===== src/rtl/arp_tx_pkg.sv =====
`timescale 1ns/1ps
`default_nettype none
//----------------------------------------------------------------------------
// Module  : arp_tx_pkg
// Purpose : Shared Ethernet/ARP constants, section lengths and FSM encoding.
// Revision: 1.0
//----------------------------------------------------------------------------
package arp_tx_pkg;

    localparam logic [15:0] ETH_TYPE_ARP    = 16'h0806;
    localparam logic [15:0] ARP_HTYPE       = 16'h0001;
    localparam logic [15:0] ARP_PTYPE       = 16'h0800;
    localparam logic [7:0]  ARP_HLEN        = 8'h06;
    localparam logic [7:0]  ARP_PLEN        = 8'h04;
    localparam logic [15:0] ARP_OP_REQ      = 16'h0001;
    localparam logic [15:0] ARP_OP_REP      = 16'h0002;
    localparam logic [7:0]  PREAMBLE_BYTE   = 8'h55;
    localparam logic [7:0]  SFD_BYTE        = 8'hD5;

    localparam logic [31:0] CRC32_INIT      = 32'hFFFF_FFFF;
    localparam logic [31:0] CRC32_POLY_REFL = 32'hEDB8_8320;

    localparam logic [7:0]  PREAMBLE_LEN    = 8'd8;
    localparam logic [7:0]  ETH_HEAD_LEN    = 8'd14;
    localparam logic [7:0]  ARP_DATA_LEN    = 8'd28;
    localparam logic [7:0]  PAD_LEN         = 8'd18;
    localparam logic [7:0]  FCS_LEN         = 8'd4;

    typedef enum logic [2:0] {
        ST_IDLE     = 3'd0,
        ST_PREAMBLE = 3'd1,
        ST_ETH_HEAD = 3'd2,
        ST_ARP_DATA = 3'd3,
        ST_PAD      = 3'd4,
        ST_FCS      = 3'd5,
        ST_IFG      = 3'd6
    } arp_tx_state_t;

endpackage
`default_nettype wire


===== src/rtl/arp_tx_crc32_d8.sv =====
`timescale 1ns/1ps
`default_nettype none
//----------------------------------------------------------------------------
// Module  : crc32_d8
// Purpose : Byte-wide reflected Ethernet CRC-32; o_crc is the final complement.
// Revision: 1.0
//----------------------------------------------------------------------------
module crc32_d8
    import arp_tx_pkg::*;
(
    input  logic        clk,
    input  logic        rst_n,
    input  logic [7:0]  i_data,
    input  logic        i_en,
    input  logic        i_clr,
    output logic [31:0] o_crc
);

    logic [31:0] r_crc;
    logic [31:0] w_crc_next;

    // LSB-first bitwise division, unrolled over the 8 data bits
    always_comb begin
        w_crc_next = r_crc ^ {24'h0, i_data};
        for (int i = 0; i < 8; i++) begin
            w_crc_next = w_crc_next[0] ? ((w_crc_next >> 1) ^ CRC32_POLY_REFL)
                                       : (w_crc_next >> 1);
        end
    end

    always_ff @(posedge clk or negedge rst_n) begin
        if (!rst_n) begin
            r_crc <= CRC32_INIT;
        end else if (i_clr) begin
            r_crc <= CRC32_INIT;
        end else if (i_en) begin
            r_crc <= w_crc_next;
        end
    end

    assign o_crc = ~r_crc;

endmodule
`default_nettype wire


===== src/rtl/arp_tx.sv =====
`timescale 1ns/1ps
`default_nettype none
//----------------------------------------------------------------------------
// Module  : arp_tx
// Purpose : Serialises one Ethernet II ARP request/reply frame onto GMII tx.
// Revision: 1.0
//----------------------------------------------------------------------------
module arp_tx
    import arp_tx_pkg::*;
#(
    parameter logic [47:0] BOARD_MAC  = 48'h00_11_22_33_44_55,
    parameter logic [31:0] BOARD_IP   = 32'hC0_A8_01_0A,
    parameter logic [31:0] DES_IP     = 32'hC0_A8_01_66,
    parameter int          IFG_CYCLES = 12
)(
    input  logic        i_crtl_clk,
    input  logic        i_rst_n,
    input  logic        i_arp_tx_en,
    input  logic        i_arp_tx_type,
    input  logic [47:0] i_arp_tx_desmac_addr,
    input  logic [31:0] i_arp_tx_desip_addr,
    output logic        o_arp_tx_valid,
    output logic        o_arp_tx_done,
    output logic        o_gmii_tx_en,
    output logic [7:0]  o_gmii_txd
);

    localparam logic [7:0] c_ifg_last = 8'(IFG_CYCLES - 1);

    arp_tx_state_t      r_state;
    arp_tx_state_t      w_state_next;
    logic [7:0]         r_cnt;
    logic               w_last;

    logic               r_type;
    logic [47:0]        r_desmac;
    logic [31:0]        r_desip;

    logic [47:0]        w_dst_mac;
    logic [47:0]        w_tgt_mac;
    logic [31:0]        w_tgt_ip;
    logic [15:0]        w_opcode;
    logic [13:0][7:0]   w_eth_head;
    logic [27:0][7:0]   w_arp_data;
    logic [3:0][7:0]    w_fcs;
    logic [31:0]        w_crc;
    logic               w_crc_en;

    always_ff @(posedge i_crtl_clk or negedge i_rst_n) begin
        if (!i_rst_n) begin
            r_type   <= 1'b0;
            r_desmac <= '0;
            r_desip  <= '0;
        end else if (r_state == ST_IDLE && i_arp_tx_en) begin
            r_type   <= i_arp_tx_type;
            r_desmac <= i_arp_tx_desmac_addr;
            r_desip  <= i_arp_tx_desip_addr;
        end
    end

    assign w_dst_mac  = r_type ? r_desmac : 48'hFFFF_FFFF_FFFF;
    assign w_tgt_mac  = r_type ? r_desmac : 48'h0;
    assign w_tgt_ip   = (!r_type && r_desip == 32'h0) ? DES_IP : r_desip;
    assign w_opcode   = r_type ? ARP_OP_REP : ARP_OP_REQ;
    assign w_eth_head = {w_dst_mac, BOARD_MAC, ETH_TYPE_ARP};
    assign w_arp_data = {ARP_HTYPE, ARP_PTYPE, ARP_HLEN, ARP_PLEN, w_opcode,
                         BOARD_MAC, BOARD_IP, w_tgt_mac, w_tgt_ip};
    assign w_fcs      = w_crc;

    always_comb begin
        w_state_next = r_state;
        w_last       = 1'b0;
        case (r_state)
            ST_IDLE: begin
                if (i_arp_tx_en) w_state_next = ST_PREAMBLE;
            end
            ST_PREAMBLE: begin
                w_last = (r_cnt == PREAMBLE_LEN - 8'd1);
                if (w_last) w_state_next = ST_ETH_HEAD;
            end
            ST_ETH_HEAD: begin
                w_last = (r_cnt == ETH_HEAD_LEN - 8'd1);
                if (w_last) w_state_next = ST_ARP_DATA;
            end
            ST_ARP_DATA: begin
                w_last = (r_cnt == ARP_DATA_LEN - 8'd1);
                if (w_last) w_state_next = ST_PAD;
            end
            ST_PAD: begin
                w_last = (r_cnt == PAD_LEN - 8'd1);
                if (w_last) w_state_next = ST_FCS;
            end
            ST_FCS: begin
                w_last = (r_cnt == FCS_LEN - 8'd1);
                if (w_last) w_state_next = ST_IFG;
            end
            ST_IFG: begin
                w_last = (r_cnt == c_ifg_last);
                if (w_last) w_state_next = ST_IDLE;
            end
            default: w_state_next = ST_IDLE;
        endcase
    end

    always_ff @(posedge i_crtl_clk or negedge i_rst_n) begin
        if (!i_rst_n) begin
            r_state <= ST_IDLE;
            r_cnt   <= 8'd0;
        end else begin
            r_state <= w_state_next;
            r_cnt   <= (w_state_next != r_state || r_state == ST_IDLE) ? 8'd0 : r_cnt + 8'd1;
        end
    end

    // Outputs decode straight from the state register so reset clears them at once
    always_comb begin
        o_gmii_tx_en = 1'b0;
        o_gmii_txd   = 8'h00;
        case (r_state)
            ST_PREAMBLE: begin
                o_gmii_tx_en = 1'b1;
                o_gmii_txd   = w_last ? SFD_BYTE : PREAMBLE_BYTE;
            end
            ST_ETH_HEAD: begin
                o_gmii_tx_en = 1'b1;
                o_gmii_txd   = w_eth_head[4'd13 - r_cnt[3:0]];
            end
            ST_ARP_DATA: begin
                o_gmii_tx_en = 1'b1;
                o_gmii_txd   = w_arp_data[5'd27 - r_cnt[4:0]];
            end
            ST_PAD: begin
                o_gmii_tx_en = 1'b1;
            end
            ST_FCS: begin
                o_gmii_tx_en = 1'b1;
                o_gmii_txd   = w_fcs[r_cnt[1:0]];
            end
            default: ;
        endcase
    end

    assign o_arp_tx_valid = (r_state == ST_IDLE);
    assign o_arp_tx_done  = (r_state == ST_IFG) && (r_cnt == 8'd0);
    assign w_crc_en       = (r_state == ST_ETH_HEAD) || (r_state == ST_ARP_DATA) ||
                            (r_state == ST_PAD);

    crc32_d8 u_crc32_d8 (
        .clk    (i_crtl_clk),
        .rst_n  (i_rst_n),
        .i_data (o_gmii_txd),
        .i_en   (w_crc_en),
        .i_clr  (r_state == ST_IDLE),
        .o_crc  (w_crc)
    );

endmodule
`default_nettype wire


===== config.mk =====
export PLATFORM = sky130hd
export DESIGN_NAME = arp_tx
export DESIGN_NICKNAME = d
export VERILOG_FILES = /design/src/rtl/arp_tx_pkg.sv /design/src/rtl/arp_tx_crc32_d8.sv /design/src/rtl/arp_tx.sv
export SDC_FILE = /design/constraint.sdc
export NUM_CORES = 1
export LEC_CHECK = 0
export CAP_MARGIN = 20
export CORE_UTILIZATION = 61
export CTS_CLUSTER_SIZE = 10
export DETAILED_ROUTE_END_ITERATION = 7
export PLACE_DENSITY = 0.86
export SLEW_MARGIN = 20
export SYNTH_ARGS = -nofsm -noshare
export SYNTH_HDL_FRONTEND = slang
export SYNTH_HIERARCHICAL = 1
export SYNTH_SLANG_ARGS = --single-unit

===== constraint.sdc =====
create_clock -name i_crtl_clk -period 8.6 [get_ports i_crtl_clk]
set_input_delay 1.72 -clock i_crtl_clk [delete_from_list [all_inputs] [get_ports i_crtl_clk]]
set_output_delay 1.72 -clock i_crtl_clk [all_outputs]
set_load 0.01 [all_outputs]

# Yosys cells after proc, flatten, opt, wreduce, memory -nomap -nowiden
# Cells that the tools add are included.
[totals]
ramBits = 0
out_inout_bits = 11
input_bits = 84
latch_bits = 0
rom_bits = 0
word_cells = 80
ff_bits = 124
n_memories = 0
[op_classes]
n_reduce_logical = 12
n_div = 0
mux = 33
shifts = 0
n_eq_ne = 13
mul = 0
magnitude_cmp = 3
bitwise = 10
addsub = 3
[op_table]
columns = ["cell", "n"]
rows = [
  ["32-bit two-way mux", 11],
  ["13-bit inverter with 14-bit output", 8],
  ["48-bit two-way mux", 2],
  ["8-bit binary-select mux with 5-bit select", 1],
  ["8-bit two-way mux", 5],
  ["8-bit binary-select mux with 4-bit select", 1],
  ["32-bit zero test", 1],
  ["32-bit inverter", 1],
  ["8-bit one-hot mux with 4 select lines", 1],
  ["32-bit by 8-bit bitwise XOR with 32-bit output", 1],
  ["3-bit two-way mux", 7],
  ["3-bit one-hot mux with 7 select lines", 1],
  ["8-bit binary-select mux with 2-bit select", 1],
  ["8-bit by 4-bit equality test with 1-bit output (second input constant)", 2],
  ["8-bit by 5-bit equality test with 1-bit output (second input constant)", 2],
  ["3-bit equality test (second input constant)", 3],
  ["8-bit by 1-bit adder with 8-bit output (second input constant)", 1],
  ["8-bit by 2-bit equality test with 1-bit output (second input constant)", 1],
  ["8-bit by 3-bit equality test with 1-bit output (second input constant)", 1],
  ["8-bit zero test", 1],
  ["3-bit by 2-bit equality test with 1-bit output (second input constant)", 2],
  ["5-bit by 6-bit less-than comparator with 1-bit output (second input constant)", 1],
  ["1-bit one-hot mux with 6 select lines", 1],
  ["4-bit by 5-bit less-than comparator with 1-bit output (second input constant)", 1],
  ["13 further kinds", 17],
]

# Longest topological paths before layout
[depth]
ltp_word = 25
depth_mapped = 13
mapped_depth_nobuf = 11

# Cells and area by module
# Netlist, hierarchy kept.
[modules_own_cells]
columns = ["mod", "n_inst", "cells_per_inst", "area_each_um2", "seq_area_each_um2"]
rows = [
  ["arp_tx", 1, 510, 5818.1, 2302.2],
  ["crc32_d8", 1, 205, 2329.7, 840.8],
]

# Worst setup path after synthesis
# Ideal clock, no wire load.
[synth_timing]
path_type = "register to output"
startpoint = "reg r_cnt[2]"
endpoint = "out o_gmii_txd[7]"
path_slack_ns = 4.624
n_path_buf = 2
required_time_ns = 6.880
path_stages_with_launch = 7
arrival_time_ns = 2.256
path_cell_list = "dfrtp_1 inv_1 ha_1 clkbuf_1 clkbuf_1 o211ai_1 o311ai_1"
[synth_between]
elab_chain_cells = 4
word_cells_on_any_way = 15
classes_between = "2 x add/sub; 6 x eq/ne; 7 x mux"
[synth_rtl]
columns = ["element", "line", "source"]
rows = [
  ["start: declaration", "arp_tx.sv:32", "logic [7:0] r_cnt;"],
  ["start signal: assignment", "arp_tx.sv:111", "r_cnt <= (w_state_next != r_state || r_state == ST_IDLE) ? 8'd0 : r_cnt + 8'd1;"],
  ["5-bit subtractor (tied with other cells)", "arp_tx.sv:130", "o_gmii_txd = w_arp_data[5'd27 - r_cnt[4:0]];"],
  ["8-bit binary-select mux with 5-bit select (tied with other cells)", "arp_tx.sv:130", ""],
  ["8-bit two-way mux (on tied branches)", "arp_tx.sv:130, arp_tx.sv:122, arp_tx.sv:126", ""],
  ["8-bit one-hot mux with 4 select lines *", "arp_tx.sv:119", "case (r_state)"],
  ["end: declaration", "arp_tx.sv:25", "output logic [7:0] o_gmii_txd"],
]
# Every way passes the cells marked *; elsewhere a longest branch is shown, timed or not. The select of a mux whose other input is x is not followed.

# Worst setup path in the final report
[layout_timing]
startpoint = "reg r_cnt[1]"
endpoint = "out o_gmii_txd[1]"
[layout_between]
elab_chain_cells = 4
word_cells_on_any_way = 9
classes_between = "2 x add/sub; 7 x mux"
[layout_rtl]
columns = ["element", "line"]
rows = [
  ["5-bit subtractor / 4-bit subtractor (equally long branches)", "arp_tx.sv:130, arp_tx.sv:126"],
  ["8-bit binary-select mux with 5-bit select / 8-bit binary-select mux with 4-bit select (equally long branches)", "arp_tx.sv:130, arp_tx.sv:126"],
  ["8-bit two-way mux (on tied branches)", "arp_tx.sv:130, arp_tx.sv:126"],
  ["8-bit one-hot mux with 4 select lines *", "arp_tx.sv:119"],
]
# Marked as above.

==> report_table.html <==
<table>
<tr><th>Metric</th><th>Value</th></tr>
<tr><th colspan="2">Die</th></tr>
<tr><td>DIE WIDTH</td><td>118 um</td></tr>
<tr><td>Die area</td><td>0.0138 mm2</td></tr>
<tr><td>FP Rows</td><td>41</td></tr>
<tr><td>Count of boundary I/O pins</td><td>95</td></tr>
<tr><td>Floorplan die height</td><td>118 um</td></tr>
<tr><td>Core area</td><td>0.0128 mm2</td></tr>
<tr><td>Effective utilization at floorplan</td><td>63.5%</td></tr>
<tr><th colspan="2">Setup path</th></tr>
<tr><td>Worst endpoint data arrival time</td><td>4.18 ns</td></tr>
<tr><td>Biggest fanout along the worst timing path</td><td>58</td></tr>
<tr><td>Required time of the critical path</td><td>6.88 ns</td></tr>
<tr><td>Critical Path End Type</td><td>primary output</td></tr>
<tr><td>Type of element launching the critical path</td><td>flop</td></tr>
<tr><td>Crit path kind</td><td>flop to primary output</td></tr>
<tr><th colspan="2">Cells and area</th></tr>
<tr><td>Number of nets in the layout</td><td>885</td></tr>
<tr><td>Fraction of final layout cells sized beyond drive strength 1</td><td>25.3%</td></tr>
<tr><td>Ant. Diodes</td><td>0</td></tr>
<tr><td>Core occupancy in the finished layout</td><td>75.3%</td></tr>
<tr><td>Final design instance area without fill</td><td>0.00966 mm2</td></tr>
<tr><td>Number of inserted filler cells in the final layout</td><td>859</td></tr>
<tr><td>Area growth from synthesis to final layout</td><td>18.5%</td></tr>
<tr><th colspan="2">Logic synthesis</th></tr>
<tr><td>Top cells by area in the synthesized netlist</td><td>sky130_fd_sc_hd__dfrtp_1, sky130_fd_sc_hd__mux2_2, sky130_fd_sc_hd__dfstp_2</td></tr>
<tr><td>Number of flip-flops and latches in the synthesized netlist</td><td>124</td></tr>
<tr><td>Ys Warns</td><td>6</td></tr>
<tr><td>Sequential share of the synthesized area</td><td>38.6%</td></tr>
<tr><td>Number of flops mapped to enable cells by yosys</td><td>0</td></tr>
<tr><td>Post-Syn Instances</td><td>715</td></tr>
<tr><td>Biggest area consumer among synthesized cells</td><td>sky130_fd_sc_hd__dfrtp_1</td></tr>
<tr><td>Net Count, Synth</td><td>813</td></tr>
<tr><td>Async set-or-reset flop fraction in the synthesized netlist</td><td>100%</td></tr>
<tr><td>Predominant post-synthesis flop cell</td><td>sky130_fd_sc_hd__dfrtp_1</td></tr>
<tr><td>Post-Synthesis Mean Instance Area</td><td>11.4 um2</td></tr>
<tr><td>Synth unique cells</td><td>76</td></tr>
<tr><td>Area share of the largest cell type after synthesis</td><td>28.3%</td></tr>
<tr><td>Netlist area before placement</td><td>0.00815 mm2</td></tr>
<tr><th colspan="2">Clocking</th></tr>
<tr><td>Depth of the CTS H-tree</td><td>4</td></tr>
<tr><td>Worst-Skew Late Latency</td><td>0.42 ns</td></tr>
<tr><td>Library cell used as clock root buffer</td><td>sky130_fd_sc_hd__clkbuf_16</td></tr>
<tr><td>Cells resized by post-CTS repair</td><td>0</td></tr>
<tr><td>Number of buffers added for setup after CTS</td><td>0</td></tr>
<tr><td>Clock tree from TritonCTS</td><td>built</td></tr>
<tr><td>Hold buffer count at CTS</td><td>0</td></tr>
<tr><td>Number of buffers inserted during clock tree synthesis</td><td>17</td></tr>
<tr><td>Clk slew on worst S/H paths</td><td>0.05 ns</td></tr>
<tr><td>Sink count of the clock tree</td><td>124</td></tr>
<tr><td>Max clock buf depth</td><td>2</td></tr>
<tr><th colspan="2">Global routing</th></tr>
<tr><td>Initial antenna violation count</td><td>0</td></tr>
<tr><td>Global-route wire length before repair</td><td>35900 um</td></tr>
<tr><td>Overall fraction of global-route tracks in use</td><td>34.1%</td></tr>
<tr><td>Number of global-route vias before repair</td><td>6486</td></tr>
<tr><td>Pin count of the biggest net entering global routing</td><td>86</td></tr>
<tr><td>GR Overflow Total</td><td>0</td></tr>
<tr><th colspan="2">Timing</th></tr>
<tr><td>Worst Max-Slew Pin Slew</td><td>1.09 ns</td></tr>
<tr><td>Headroom to the max-slew limit</td><td>27.2%</td></tr>
<tr><td>Worst-case hold slack</td><td>0.511 ns</td></tr>
<tr><td>Max-slew violations</td><td>0</td></tr>
<tr><td>Share of the cycle needed by the critical path after routing</td><td>68.6%</td></tr>
<tr><td>Time the final worst path needs with I/O delays and setup</td><td>5.90 ns</td></tr>
<tr><td>Unrepaired setup endpoints after global routing</td><td>false</td></tr>
<tr><td>Final Hold Vio Count</td><td>0</td></tr>
<tr><td>Setup-failing EPs final</td><td>0</td></tr>
<tr><td>Summed negative setup slack over all endpoints</td><td>0 ns</td></tr>
<tr><td>Max Clock Skew</td><td>0.00825 ns</td></tr>
<tr><td>Max Clk Rate</td><td>169 MHz</td></tr>
<tr><th colspan="2">Route</th></tr>
<tr><td>Vias</td><td>6295</td></tr>
<tr><td>Number of optimization iterations in the first detailed-route pass</td><td>5</td></tr>
<tr><td>Total Wirelength</td><td>22500 um</td></tr>
<tr><td>Wire length per cell after detailed routing</td><td>23.2 um</td></tr>
<tr><td>DRC errors left</td><td>0</td></tr>
<tr><td>Post-route ant nets</td><td>0</td></tr>
<tr><td>Routed via count divided by cell count</td><td>6.48</td></tr>
<tr><td>1st-iter DRT viols</td><td>576</td></tr>
<tr><th colspan="2">Flow run</th></tr>
<tr><td>Max Cap Viol</td><td>0</td></tr>
<tr><th colspan="2">Pwr</th></tr>
<tr><td>Pwr Density</td><td>138 mW/mm2</td></tr>
<tr><td>Leakage</td><td>0.00452 uW</td></tr>
<tr><td>Maximum resistive drop on vdd</td><td>139 uV</td></tr>
<tr><th colspan="2">Placed design</th></tr>
<tr><td>Detailed placer's ending HPWL</td><td>15900 um</td></tr>
<tr><td>Final RePlAce weighted congestion</td><td>0.973</td></tr>
<tr><td>Area post-placement</td><td>0.00909 mm2</td></tr>
<tr><td>Number of buffers inserted by port buffering</td><td>94</td></tr>
<tr><th colspan="2">Outcome</th></tr>
<tr><td>Outcome</td><td>finished, final reports clean</td></tr>
<tr><th colspan="2">Min path</th></tr>
<tr><td>Path class of the lowest-slack min-delay path</td><td>flop to flop</td></tr>
</table>
-- flip-flops by register name, indices dropped and copies added, names as in the netlist --
name / cells
r_desmac: 48
r_desip: 32
u_crc32_d8/r_crc: 32
r_cnt: 8
r_state: 3
r_type: 1
-- cells in the final DEF, fill, tap and decap left out, types with 22 or more instances in the layout --
master	n
sky130_fd_sc_hd__mux2_2	79
sky130_fd_sc_hd__nor2_1	48
sky130_fd_sc_hd__dfstp_2	32
sky130_fd_sc_hd__o21ai_0	23
sky130_fd_sc_hd__inv_1	44
sky130_fd_sc_hd__nand2_1	31
sky130_fd_sc_hd__dfrtp_1	90
sky130_fd_sc_hd__xnor2_1	38
sky130_fd_sc_hd__mux4_2	22
sky130_fd_sc_hd__clkdlybuf4s50_1	93
sky130_fd_sc_hd__a21oi_1	27
-- through the flow --
stage | total power [uW] | instances | setup WS (ns)
floorplan | 595 | 715 | 4.62
global placement | 644 | 940 | 3.24
detailed placement | 646 | 940 | 3.23
CTS | 1340 | 972 | 2.77
global route | 1370 | 972 | 2.56
finish | 1330 | 972 | 2.70
-- path summary, 6_finish.rpt --
path	startpoint	end	slack [ns]	depth (start not counted)
max	r_cnt[1]$_DFF_PN0_	o_gmii_txd[1]	2.70	8
min	r_desmac[34]$_DFFE_PN0P_	r_desmac[34]$_DFFE_PN0P_	0.51	1
max reg2reg	r_cnt[1]$_DFF_PN0_	u_crc32_d8/r_crc[18]$_DFFE_PN1P_	3.70	11
min reg2reg	r_desmac[34]$_DFFE_PN0P_	r_desmac[34]$_DFFE_PN0P_	0.51	1
max in group asynchronous	i_rst_n	r_desip[14]$_DFFE_PN0P_	5.86	2
min in group asynchronous	i_rst_n	r_state[1]$_DFF_PN0_	1.33	1
-- synthesized netlist by cell type, types with 3 or more instances --
library cell                instances
sky130_fd_sc_hd__mux2_2            79
sky130_fd_sc_hd__ha_1              14
sky130_fd_sc_hd__xor2_1             3
sky130_fd_sc_hd__xnor2_1           38
sky130_fd_sc_hd__dfrtp_1           92
sky130_fd_sc_hd__o22ai_1            4
sky130_fd_sc_hd__buf_4             11
sky130_fd_sc_hd__clkbuf_1          17
sky130_fd_sc_hd__xnor2_4            3
sky130_fd_sc_hd__nand3_1            9
sky130_fd_sc_hd__a211o_1           18
sky130_fd_sc_hd__xnor2_2           11
sky130_fd_sc_hd__or3_1              5
sky130_fd_sc_hd__nor4_1            12
sky130_fd_sc_hd__a32oi_1            6
sky130_fd_sc_hd__dfstp_2           32
sky130_fd_sc_hd__mux4_2            22
sky130_fd_sc_hd__buf_2             15
sky130_fd_sc_hd__xnor3_1           15
sky130_fd_sc_hd__a2111oi_0          3
sky130_fd_sc_hd__nor2_1            48
sky130_fd_sc_hd__o2111ai_1          3
sky130_fd_sc_hd__a21oi_1           27
sky130_fd_sc_hd__nor3_1            11
sky130_fd_sc_hd__o211ai_1          16
sky130_fd_sc_hd__o21ai_0           23
sky130_fd_sc_hd__o21ai_1            4
sky130_fd_sc_hd__mux2i_1           18
sky130_fd_sc_hd__nand4_1            6
sky130_fd_sc_hd__a31oi_1            3
sky130_fd_sc_hd__o221ai_1           4
sky130_fd_sc_hd__and2_1             4
sky130_fd_sc_hd__nand2b_1           4
sky130_fd_sc_hd__inv_1             44
sky130_fd_sc_hd__nand2_1           31
sky130_fd_sc_hd__nor2b_1            5
sky130_fd_sc_hd__buf_6              3
-- final cells by class --
cell class                      instances  area, um2  share of cell area (%)
Multi-Input combinational cell        497       4560                    47.2
Sequential cell                       124       3150                    32.6
Timing Repair Buffer                  101        991                    10.3
Clock buffer                           22        454                    4.70
Tap cell                              172        215                    2.23
Inverter                               46        173                    1.79
Clock inverter                         10        118                    1.22
-- per-layer routing --
metal	part of all wire [%]	global-route usage (%)
met1	41	45.1
met2	49	54.1
met3	7.4	8.09
met4	3.0	13.8
met5	0	0
-- critical path: stages (launching register included) --
cell and delay [ns]:
sky130_fd_sc_hd__dfrtp_2 0.34, sky130_fd_sc_hd__buf_4 0.56, sky130_fd_sc_hd__inv_1 0.44, sky130_fd_sc_hd__ha_1 0.68, sky130_fd_sc_hd__clkinv_1 0.38, sky130_fd_sc_hd__or3_1 0.45, sky130_fd_sc_hd__o2111ai_1 0.11, sky130_fd_sc_hd__o211ai_1 0.23
sky130_fd_sc_hd__clkdlybuf4s50_1 0.55
-- report_power, final --
part | total (uW) | leakage (uW) | internal, uW | switching, uW
Combinational | 51.0 | 0.00267 | 33.1 | 17.9
Sequential | 585 | 0.00158 | 585 | 0
Clock | 698 | 0.000267 | 434 | 264
Total | 1330 | 0.00452 | 1050 | 282
-- kinds of logic after synthesis --
logic type	count (synthesis)	share of synthesized area (%)
multiplexers	119	19.2
XOR/XNOR	74	12.7
buffers and inverters	94	5.54
AND/OR/NAND/NOR	147	8.94
adder cells (fa/ha/maj)	14	2.15
AO/OA/AOI/OAI	143	12.8
flip-flops	124	38.6
(Power assumes the default switching activity.)
